File: src/rtl/seg7_hex_capture_if.sv
// Seven-segment capture bus: multiplexed display inputs
// and the reconstructed hex frame outputs.
interface seg7_hex_capture_if;
  logic [6:0]  seg_in;
  logic [3:0]  dig_en;
  logic [15:0] value;
  logic [3:0]  digit_ok;
  logic        frame_valid;
  logic        bad_pattern;

  modport master (
    output seg_in,
    output dig_en,
    input  value,
    input  digit_ok,
    input  frame_valid,
    input  bad_pattern
  );

  modport slave (
    input  seg_in,
    input  dig_en,
    output value,
    output digit_ok,
    output frame_valid,
    output bad_pattern
  );
endinterface

File: src/rtl/seg7_hex_capture.sv
// Sniffs a multiplexed 4-digit seven-segment display and
// rebuilds the shown hex value once every digit is seen.
module seg7_hex_capture #(
  parameter bit ACTIVE_LOW    = 1'b1,
  parameter int STABLE_CYCLES = 4
) (
  input logic clk,
  input logic rst,
  seg7_hex_capture_if.slave bus
);

  typedef enum logic [1:0] {
    IDLE    = 2'd0,
    COLLECT = 2'd1,
    PUBLISH = 2'd2
  } state_e;

  localparam logic [7:0] CMAX = 8'(STABLE_CYCLES);

  function automatic logic [4:0] dec7(input logic [6:0] s);
    case (s)
      7'b1111110: dec7 = 5'h10;
      7'b0110000: dec7 = 5'h11;
      7'b1101101: dec7 = 5'h12;
      7'b1111001: dec7 = 5'h13;
      7'b0110011: dec7 = 5'h14;
      7'b1011011: dec7 = 5'h15;
      7'b1011111: dec7 = 5'h16;
      7'b1110000: dec7 = 5'h17;
      7'b1111111: dec7 = 5'h18;
      7'b1111011: dec7 = 5'h19;
      7'b1110111: dec7 = 5'h1A;
      7'b0011111: dec7 = 5'h1B;
      7'b1001110: dec7 = 5'h1C;
      7'b0111101: dec7 = 5'h1D;
      7'b1001111: dec7 = 5'h1E;
      7'b1000111: dec7 = 5'h1F;
      default:    dec7 = 5'h00;
    endcase
  endfunction

  logic [10:0]      smp_d, smp_q;
  logic [7:0]       cnt_d, cnt_q;
  logic             acc_d, acc_q;
  state_e           state_d, state_q;
  logic [3:0]       seen_d, seen_q;
  logic [3:0][3:0]  digs_d, digs_q;
  logic [3:0]       ok_d, ok_q;
  logic             bad_d, bad_q;
  logic [15:0]      val_d, val_q;

  logic [6:0] seg_hi;
  logic [3:0] dig_hi;
  logic [4:0] dcd;
  logic [1:0] idx;
  logic       one_hot;
  logic       pub;

  always_comb begin
    seg_hi = ACTIVE_LOW ? ~bus.seg_in : bus.seg_in;
    dig_hi = ACTIVE_LOW ? ~bus.dig_en : bus.dig_en;
    smp_d  = {seg_hi, dig_hi};
  end

  // Counter saturates so a long hold yields a single accept.
  always_comb begin
    cnt_d = 8'd1;
    if (smp_d == smp_q) begin
      cnt_d = (cnt_q == CMAX) ? CMAX : cnt_q + 8'd1;
    end
    acc_d = (cnt_d == CMAX) && (cnt_q != CMAX);
  end

  always_comb begin
    idx = 2'd0;
    for (int i = 0; i < 4; i++) begin
      if (smp_q[i]) idx = 2'(i);
    end
    one_hot = $onehot(smp_q[3:0]);
    dcd     = dec7(smp_q[10:4]);
    pub     = (state_q == PUBLISH);
  end

  always_comb begin
    state_d = pub ? IDLE : state_q;
    seen_d  = pub ? 4'h0 : seen_q;
    val_d   = pub ? digs_q : val_q;
    digs_d  = digs_q;
    ok_d    = ok_q;
    bad_d   = 1'b0;
    if (acc_q && one_hot) begin
      if (dcd[4]) begin
        digs_d[idx] = dcd[3:0];
        ok_d[idx]   = 1'b1;
        seen_d      = seen_d | smp_q[3:0];
        state_d     = (seen_d == 4'hF) ? PUBLISH : COLLECT;
      end else begin
        ok_d[idx] = 1'b0;
        bad_d     = 1'b1;
        seen_d    = 4'h0;
        state_d   = IDLE;
      end
    end
  end

  always_ff @(posedge clk or posedge rst) begin
    if (rst) begin
      smp_q   <= '0;
      cnt_q   <= '0;
      acc_q   <= 1'b0;
      state_q <= IDLE;
      seen_q  <= '0;
      digs_q  <= '0;
      ok_q    <= '0;
      bad_q   <= 1'b0;
      val_q   <= '0;
    end else begin
      smp_q   <= smp_d;
      cnt_q   <= cnt_d;
      acc_q   <= acc_d;
      state_q <= state_d;
      seen_q  <= seen_d;
      digs_q  <= digs_d;
      ok_q    <= ok_d;
      bad_q   <= bad_d;
      val_q   <= val_d;
    end
  end

  // The frame is shown during PUBLISH, then held in val_q.
  assign bus.value       = pub ? digs_q : val_q;
  assign bus.frame_valid = pub;
  assign bus.digit_ok    = ok_q;
  assign bus.bad_pattern = bad_q;

endmodule

File: src/flat_wrapper.sv
// flat-port wrapper written by rule: the top's interface ports become plain ports
module seg7_hex_capture_flat 
#(
  parameter bit ACTIVE_LOW    = 1'b1,
  parameter int STABLE_CYCLES = 4
)
  (clk, rst, bus_seg_in, bus_dig_en, bus_value, bus_digit_ok, bus_frame_valid, bus_bad_pattern);
  seg7_hex_capture_if bus_i ();
  input logic clk;
  input logic rst;
  input wire logic [$bits(bus_i.seg_in)-1:0] bus_seg_in;
  input wire logic [$bits(bus_i.dig_en)-1:0] bus_dig_en;
  output wire logic [$bits(bus_i.value)-1:0] bus_value;
  output wire logic [$bits(bus_i.digit_ok)-1:0] bus_digit_ok;
  output wire logic [$bits(bus_i.frame_valid)-1:0] bus_frame_valid;
  output wire logic [$bits(bus_i.bad_pattern)-1:0] bus_bad_pattern;
  assign bus_i.seg_in = bus_seg_in;
  assign bus_i.dig_en = bus_dig_en;
  assign bus_value = bus_i.value;
  assign bus_digit_ok = bus_i.digit_ok;
  assign bus_frame_valid = bus_i.frame_valid;
  assign bus_bad_pattern = bus_i.bad_pattern;
  seg7_hex_capture #(.ACTIVE_LOW(ACTIVE_LOW), .STABLE_CYCLES(STABLE_CYCLES)) u_core (.clk(clk), .rst(rst), .bus(bus_i));
endmodule
File: config.mk
export PLATFORM = sky130hd
export DESIGN_NAME = seg7_hex_capture_flat
export DESIGN_NICKNAME = d
export VERILOG_FILES = /design/src/rtl/seg7_hex_capture_if.sv /design/src/rtl/seg7_hex_capture.sv /design/src/flat_wrapper.sv
export SDC_FILE = /design/constraint.sdc
export NUM_CORES = 1
export LEC_CHECK = 0
export CAP_MARGIN = 20
export CELL_PAD_IN_SITES_DETAIL_PLACEMENT = 1
export CELL_PAD_IN_SITES_GLOBAL_PLACEMENT = 1
export CORE_UTILIZATION = 44
export CTS_BUF_LIST = sky130_fd_sc_hd__clkbuf_16
export DETAILED_ROUTE_END_ITERATION = 10
export GPL_TIMING_DRIVEN = 0
export PLACE_DENSITY = 0.77
export SLEW_MARGIN = 40
export SYNTH_ARGS = -nofsm -noshare
export SYNTH_HDL_FRONTEND = slang
export SYNTH_SLANG_ARGS = --single-unit
export TNS_END_PERCENT = 20
File: constraint.sdc
create_clock -name clk -period 3.9 [get_ports clk]
set_input_delay 0.78 -clock clk [delete_from_list [all_inputs] [get_ports clk]]
set_output_delay 0.78 -clock clk [all_outputs]
set_load 0.02 [all_outputs]
Yosys cells after proc, flatten, opt, wreduce, memory -nomap -nowiden
Index checks and enable logic that the tools add are counted.
Word-level totals
  flip-flop bits (word level): 63
  output and inout bits: 22
Cells by class
  add/sub/neg operators: 4
  order comparisons: 2
  eq/ne operators: 23
  mux-type cells: 22
  bitwise operators: 6
  reduce and logical (&&, ||, !) cells: 5
Operators by type and width (number)
  $eq 7x7->1 const B: 12
  $pmux 5 s16: 1
  $eq 7x6->1 const B: 3
  $mux 4: 5
  $bwmux 16: 1
  $eq 8x3->1 const B: 2
  $mux 16: 1
  $mux 8: 2
  $mux 2: 6
  $eq 11x11->1: 1
  $add 8x1->8 const B: 1
  $demux 4 s2: 1
  $ne 8x3->1 const B: 1
  $not 4->4: 2
  $or 4x4->4: 2
  $eq 7x5->1 const B: 1
  $not 7->7: 1
  $add 1x1->2: 2
  $and 4x4->4: 1
  $eq 4x4->1 const B: 1
  $mux 1: 4
  $add 3x3->3: 1
  $eq 3x1->1 const B: 1
  $logic_and 1x1->1: 3
  other kinds (6): 6

Logic depth before layout (Yosys ltp)
Gate-level depths: netlist of run 1.
  word-level depth: 10
  gate-level depth with buffers: 8
  gate-level depth less buffers: 8

Least setup slack after synthesis of run 1
Ideal clock, no wire load.
  path type: reg-to-reg
  from: reg u_core.smp_q[2]
  to: reg u_core.digs_q[12] in the netlist's numbering
  setup time: 0.080 ns
  arrival time: 2.626 ns
  required time: 3.820 ns
  slack: 1.193 ns
  stages on the path, launching flop included: 9
  buffers on the path: 0
  clock period less this slack: 2.707 ns
  path through: dfrtp_1 > inv_1 > ha_1 > ha_1 > fa_1 > nand4bb_1 > or3_1 > a31oi_1 > a2bb2oi_1
On the way
  cells in the longest elaborated chain, start to end: 7
  elaborated cells on any way between the ends: 13
  classes of those cells: add/sub: 2; order compare: 2; eq/ne: 1; mux: 5; reduce/logical: 3
RTL lines
  start: declaration: line seg7_hex_capture.sv:42  | logic [10:0] smp_d, smp_q;
  start signal: assignment: line seg7_hex_capture.sv:118  | smp_q <= smp_d;
  $mux 2 (2 in a row): line seg7_hex_capture.sv:77  | if (smp_q[i]) idx = 2'(i);
  $lt 2x3->1 (not written as such) or $ge 2x1->1 (tied branches): line seg7_hex_capture.sv:93  | digs_d[idx] = dcd[3:0];
  $logic_and 1x1->1 (not written as such): line seg7_hex_capture.sv:93
  $mux 4 (not written as such): line seg7_hex_capture.sv:93
  $demux 4 s2
  $bwmux 16: line seg7_hex_capture.sv:93
  end signal: assignment: line seg7_hex_capture.sv:123  | digs_q <= digs_d;
  end: declaration: line seg7_hex_capture.sv:47  | logic [3:0][3:0] digs_d, digs_q;
Several ways; a longest one is shown, not always the timed one.
A chain may end at the register's enable or synchronous reset.

Worst setup path in the final report of run 1
  from: reg u_core.state_q[0]
  to: out bus_value[1]
On the way
  cells in the longest elaborated chain, start to end: 2
RTL lines
  start: declaration: line seg7_hex_capture.sv:45  | state_e state_d, state_q;
  start signal: assignment: line seg7_hex_capture.sv:121  | state_q <= state_d;
  $eq 2x2->1: line seg7_hex_capture.sv:81  | pub = (state_q == PUBLISH);
  $mux 16
  end: declaration: line flat_wrapper.sv:13  | output wire logic [$bits(bus_i.value)-1:0] bus_value;
No other way between the ends.

==> results of run 1 <==
## stage by stage
step                utilization [%]  std cells  cell area [um^2]  setup WS [ps]
detailed placement            52.17        401              3525          499.3
finish                        56.56        417              3821          335.8
global route                  56.56        417              3821          39.70
floorplan                         -        286              3062           1193
CTS                           56.46        417              3815          322.3
global placement              51.83        400              3502          432.6
## cell type report
type	instances	share of cell area, %
repair buffers	35	9.430
clock buffers	9	5.894
clock inverters	7	1.703
plain buffers	12	1.834
well taps	80	2.620
flip-flops and latches	63	41.26
inverters	29	2.914
multi-input cells	182	34.35
## worst max-delay path, delay by kind of cell (launching register included)
family / cells / cell delay [ps]
buffers and inverters: 3 / 1620
and+or+nand+nor: 2 / 340
DFF: 1 / 350
AOI/OAI and AO/OA: 1 / 140
## worst paths after layout
| check | to |
|---|---|
| min | flip-flop |
| min reg2reg | flip-flop |
| min in group asynchronous | u_core.cnt_q[7]$_DFF_PP0_ |
| max in group asynchronous | u_core.digs_q[13]$_DFFE_PP0P_ |
| max | bus_value[1] |
| max reg2reg | u_core.digs_q[14]$_DFFE_PP0P_ |
## sequential cells by signal, summed over array words and instances (netlist names), named ones only
name                    flops
u_core.state_q              2
u_core.bus.bad_pattern      1
u_core.cnt_q                8
u_core.acc_q                1
u_core.seen_q               4
u_core.val_q               16
u_core.digs_q              16
u_core.smp_q               11
## report_power, final
group / switching (W) / internal, W / total (W)
clock: 0.000281 / 0.000489 / 0.000770
combinational: 0.0000565 / 0.0000438 / 0.000100
sequential: 0.00000796 / 0.000660 / 0.000668
total: 0.000346 / 0.00119 / 0.00154
## logic make-up after synthesis
logic type      Yosys count  synth area share (%)
simple gates             83                 16.39
xor+xnor                 18                 5.149
compound gates           64                 14.34
fa+ha+maj                 8                 3.514
mux                       9                 3.269
flops                    63                 51.49
buf+inv                  41                 5.844
## cells in the final DEF, fill, tap and decap left out, types with 2 or more instances in the layout
cell type / netlist / routed
sky130_fd_sc_hd__clkbuf_1: 3 / 3
sky130_fd_sc_hd__nor3_2: 2 / 2
sky130_fd_sc_hd__a2bb2oi_1: 8 / 8
sky130_fd_sc_hd__dfrtp_1: 63 / 63
sky130_fd_sc_hd__a31oi_1: 6 / 6
sky130_fd_sc_hd__inv_1: 29 / 29
sky130_fd_sc_hd__nand3_1: 12 / 12
sky130_fd_sc_hd__nor2_1: 12 / 12
sky130_fd_sc_hd__nor3_1: 5 / 5
sky130_fd_sc_hd__nor4b_1: 4 / 4
sky130_fd_sc_hd__a21oi_1: 14 / 14
sky130_fd_sc_hd__buf_6: 2 / 2
sky130_fd_sc_hd__o22ai_1: 9 / 9
sky130_fd_sc_hd__a21o_1: 5 / 5
sky130_fd_sc_hd__nand2_1: 14 / 14
sky130_fd_sc_hd__xnor2_1: 12 / 12
sky130_fd_sc_hd__buf_2: 5 / 5
sky130_fd_sc_hd__nand2b_1: 4 / 4
sky130_fd_sc_hd__or4_1: 2 / 2
sky130_fd_sc_hd__nand4b_1: 3 / 3
sky130_fd_sc_hd__nand3b_1: 2 / 2
sky130_fd_sc_hd__or4bb_1: 2 / 2
sky130_fd_sc_hd__clkinv_2: 0 / 3
sky130_fd_sc_hd__xor2_1: 6 / 6
sky130_fd_sc_hd__ha_1: 7 / 7
sky130_fd_sc_hd__clkdlybuf4s50_1: 0 / 34
sky130_fd_sc_hd__clkbuf_16: 0 / 9
sky130_fd_sc_hd__nand4bb_1: 4 / 4
sky130_fd_sc_hd__or3_1: 2 / 2
sky130_fd_sc_hd__and3_1: 4 / 4
sky130_fd_sc_hd__a22oi_1: 4 / 4
sky130_fd_sc_hd__nand4_1: 2 / 2
sky130_fd_sc_hd__nor4_1: 5 / 5
sky130_fd_sc_hd__mux2_2: 8 / 8
sky130_fd_sc_hd__o21ai_0: 9 / 9
## layer usage
layer / global-route usage, % / wire length (um) / vias to the layer above
met2: 38.18 / 3696 / 43
met4: 8.788 / 98 / 0
li1: - / - / 1118
met3: 4.669 / 206 / 7
met1: 28.61 / 3156 / 1193
met5: 0 / 0 / -
==> run summary, run 1 <==
The die boundary width was 85.42 um. The worst setup path is launched from a flip-flop. The tightest slew margin relative to the limit came out at 55.98%. On the critical path, the stage with the largest delay is an instance of sky130_fd_sc_hd__clkdlybuf4s50_1. TritonCTS built the clock tree. Once the floorplan was initialized, standard cells occupied 45.31% of the core.

The count of endpoints failing setup in the final report is 0. The tightest min-delay check is of the flip-flop to flip-flop type. After the first detailed-routing iteration, the DRC count stood at 105. Counting the buffers created by CTS gives 9. For the number of fill cells in the layout, the log shows 747.

Maximum clock path buffer count: 2. In this run the critical register-to-register path is launched from u_core.smp_q[3]$_DFF_PP0_. The multi-input combinational cells in the finished layout cover a total of 1313 um^2.

The max-slew violation total from the final report came out at 0. The maximum operating frequency was 280.6 MHz; the number of detailed-route iterations in the first pass was 4. Max-cap violations in this run came to 0. The sequential share of the synthesized area was 51.49%; the number of nets in the finished design was 353. A synthesized cell averages 10.71 um^2. The most common cell in the synthesized netlist is sky130_fd_sc_hd__dfrtp_1. The first global-routing pass estimated 12.53 mm of wire. The run gives 7.158 mm as the routed wire length. Global routing used 22.63% of the available tracks across all layers.

The run gives 0 as the remaining antenna violation count after routing. The via count of the first global-routing pass is 2,494. The number of antenna violations at the first check in global routing is 0, and the total of buffers placed on input and output ports is 34.

The share of post-route cells with drive strength above 1 works out to 12.17%. In the synthesized netlist the dominant register cell turns out to be sky130_fd_sc_hd__dfrtp_1. On the worst path, the slowest cell contributes a delay of 660 ps. After synthesis, the cell types taking the most area are sky130_fd_sc_hd__dfrtp_1 51%, sky130_fd_sc_hd__inv_1 3.6%, sky130_fd_sc_hd__xnor2_1 3.4%, sky130_fd_sc_hd__mux2_2 2.9%, sky130_fd_sc_hd__ha_1 2.9%.

The run gives 0 ps as the total negative slack. The H-tree generated during clock tree synthesis spans 3 levels. IR analysis of the VDD net gives a maximum drop of 300.4 uV.

During synthesis, Yosys emitted a total of 0 warnings. In the routed layout, each cell is associated on average with a via count of 5.662. Setup repair after global routing left no endpoint under its margin.

The post-layout minimum cycle time was 3564 ps; the remaining design rule violation count was 0. The total leakage power came out at 1.708 nW. The register bit count reported by yosys works out to 63. The wire-length estimate of the detail-placed layout is 5.039 mm. Cell depth of the worst min-delay path: 1. For this design the ratio of total power to cell area is 402.6 nW/um^2. The logs give 0 for the post-cts sizing count and 30 for the number of rows created at floorplan. The worst register-to-register path has a setup slack of 650 ps.

Entering global routing, the biggest net connects 33 pins. The run gives 3120 ps as the critical path data required time. Dividing the detail-routed wire length by the instance count gives 17.17 um.

The maximum fanout along the worst path is 10. For the weighted congestion at the end of routability-driven global placement, the log shows 0.8362. The height of the chip was 85.42 um.

The logs give 286 for the cell count after synthesis and 7296 um^2 for the die outline area. Across all layers, the routed design uses 2,361 vias. The tools report the total nets after synthesis as 307. sky130_fd_sc_hd__dfrtp_1 takes more of the synthesized area than any other cell. In this run, synthesis inferred 0 flip-flops with an integrated enable.

The critical path starts at u_core.state_q[0]$_DFFE_PP0P_. The quantity of hold-fixing buffers added after cts came out at 0. The cell area that synthesis handed to floorplanning was 3062 um^2. Across all hold checks on the routed design, the worst slack comes to 486.1 ps. For this run the aggregate overflow at the end of global routing stands at 0. After clock tree synthesis, the clock-pin slew on the worst setup and hold paths is 50 ps. Traced cell by cell, the critical path runs through nand2b_1 > buf_1 > clkbuf_1 > nand2_1 > o21ai_0 > clkdlybuf4s50_1. Counting flops with an async set or reset pin after synthesis yields a share of 100.0%.

The clock reaches the later pin of the worst-skew pair after 330 ps. The run gives 0 as the count of buffers added by post-CTS timing repair for setup. The area share of the largest cell type after synthesis was 51.49%. The tools report the clock tree root buffer cell as sky130_fd_sc_hd__clkbuf_16. For the pin with the worst max-slew slack, the measured transition is 655.2 ps.

For the final database, setup skew stands at 7.151 ps. The clock drives 63 sinks. Worst setup path category: flip-flop to output pin. Yosys mapped the design onto 49 distinct sky130hd cell types. The logs give 1577 um^2 for the register cell area after layout and 0.001539 W for the total power after layout. The total count of hold-check failures in the final report is 0, and the worst path arrival time is 2780 ps. The layout-stage area growth over the synthesis result is 24.81%, and the worst reg2reg path depth is 8.

The top-level port count came out at 35. By count the netlist is led by 63 x sky130_fd_sc_hd__dfrtp_1, 29 x sky130_fd_sc_hd__inv_1, 14 x sky130_fd_sc_hd__a21oi_1, 14 x sky130_fd_sc_hd__nand2_1. The total area inside the core boundary comes to 6756 um^2. The run finished with clean final reports. The repair_antennas step left the layout with diodes totalling 0. STA classifies the critical path endpoint as an output pin. The worst path uses 91.39% of the clock period.
Note: power is estimated with default switching activity, not from simulation.
==> run 2, diff against run 1 <==
--- a/config.mk
+++ b/config.mk
@@ -5,7 +5,6 @@
 export SDC_FILE = /design/constraint.sdc
 export NUM_CORES = 1
 export LEC_CHECK = 0
-export CAP_MARGIN = 20
 export CELL_PAD_IN_SITES_DETAIL_PLACEMENT = 1
 export CELL_PAD_IN_SITES_GLOBAL_PLACEMENT = 1
 export CORE_UTILIZATION = 44
==> results of run 2 <==
Same layout as run 1: the final DEF is identical, and so are final timing and power.
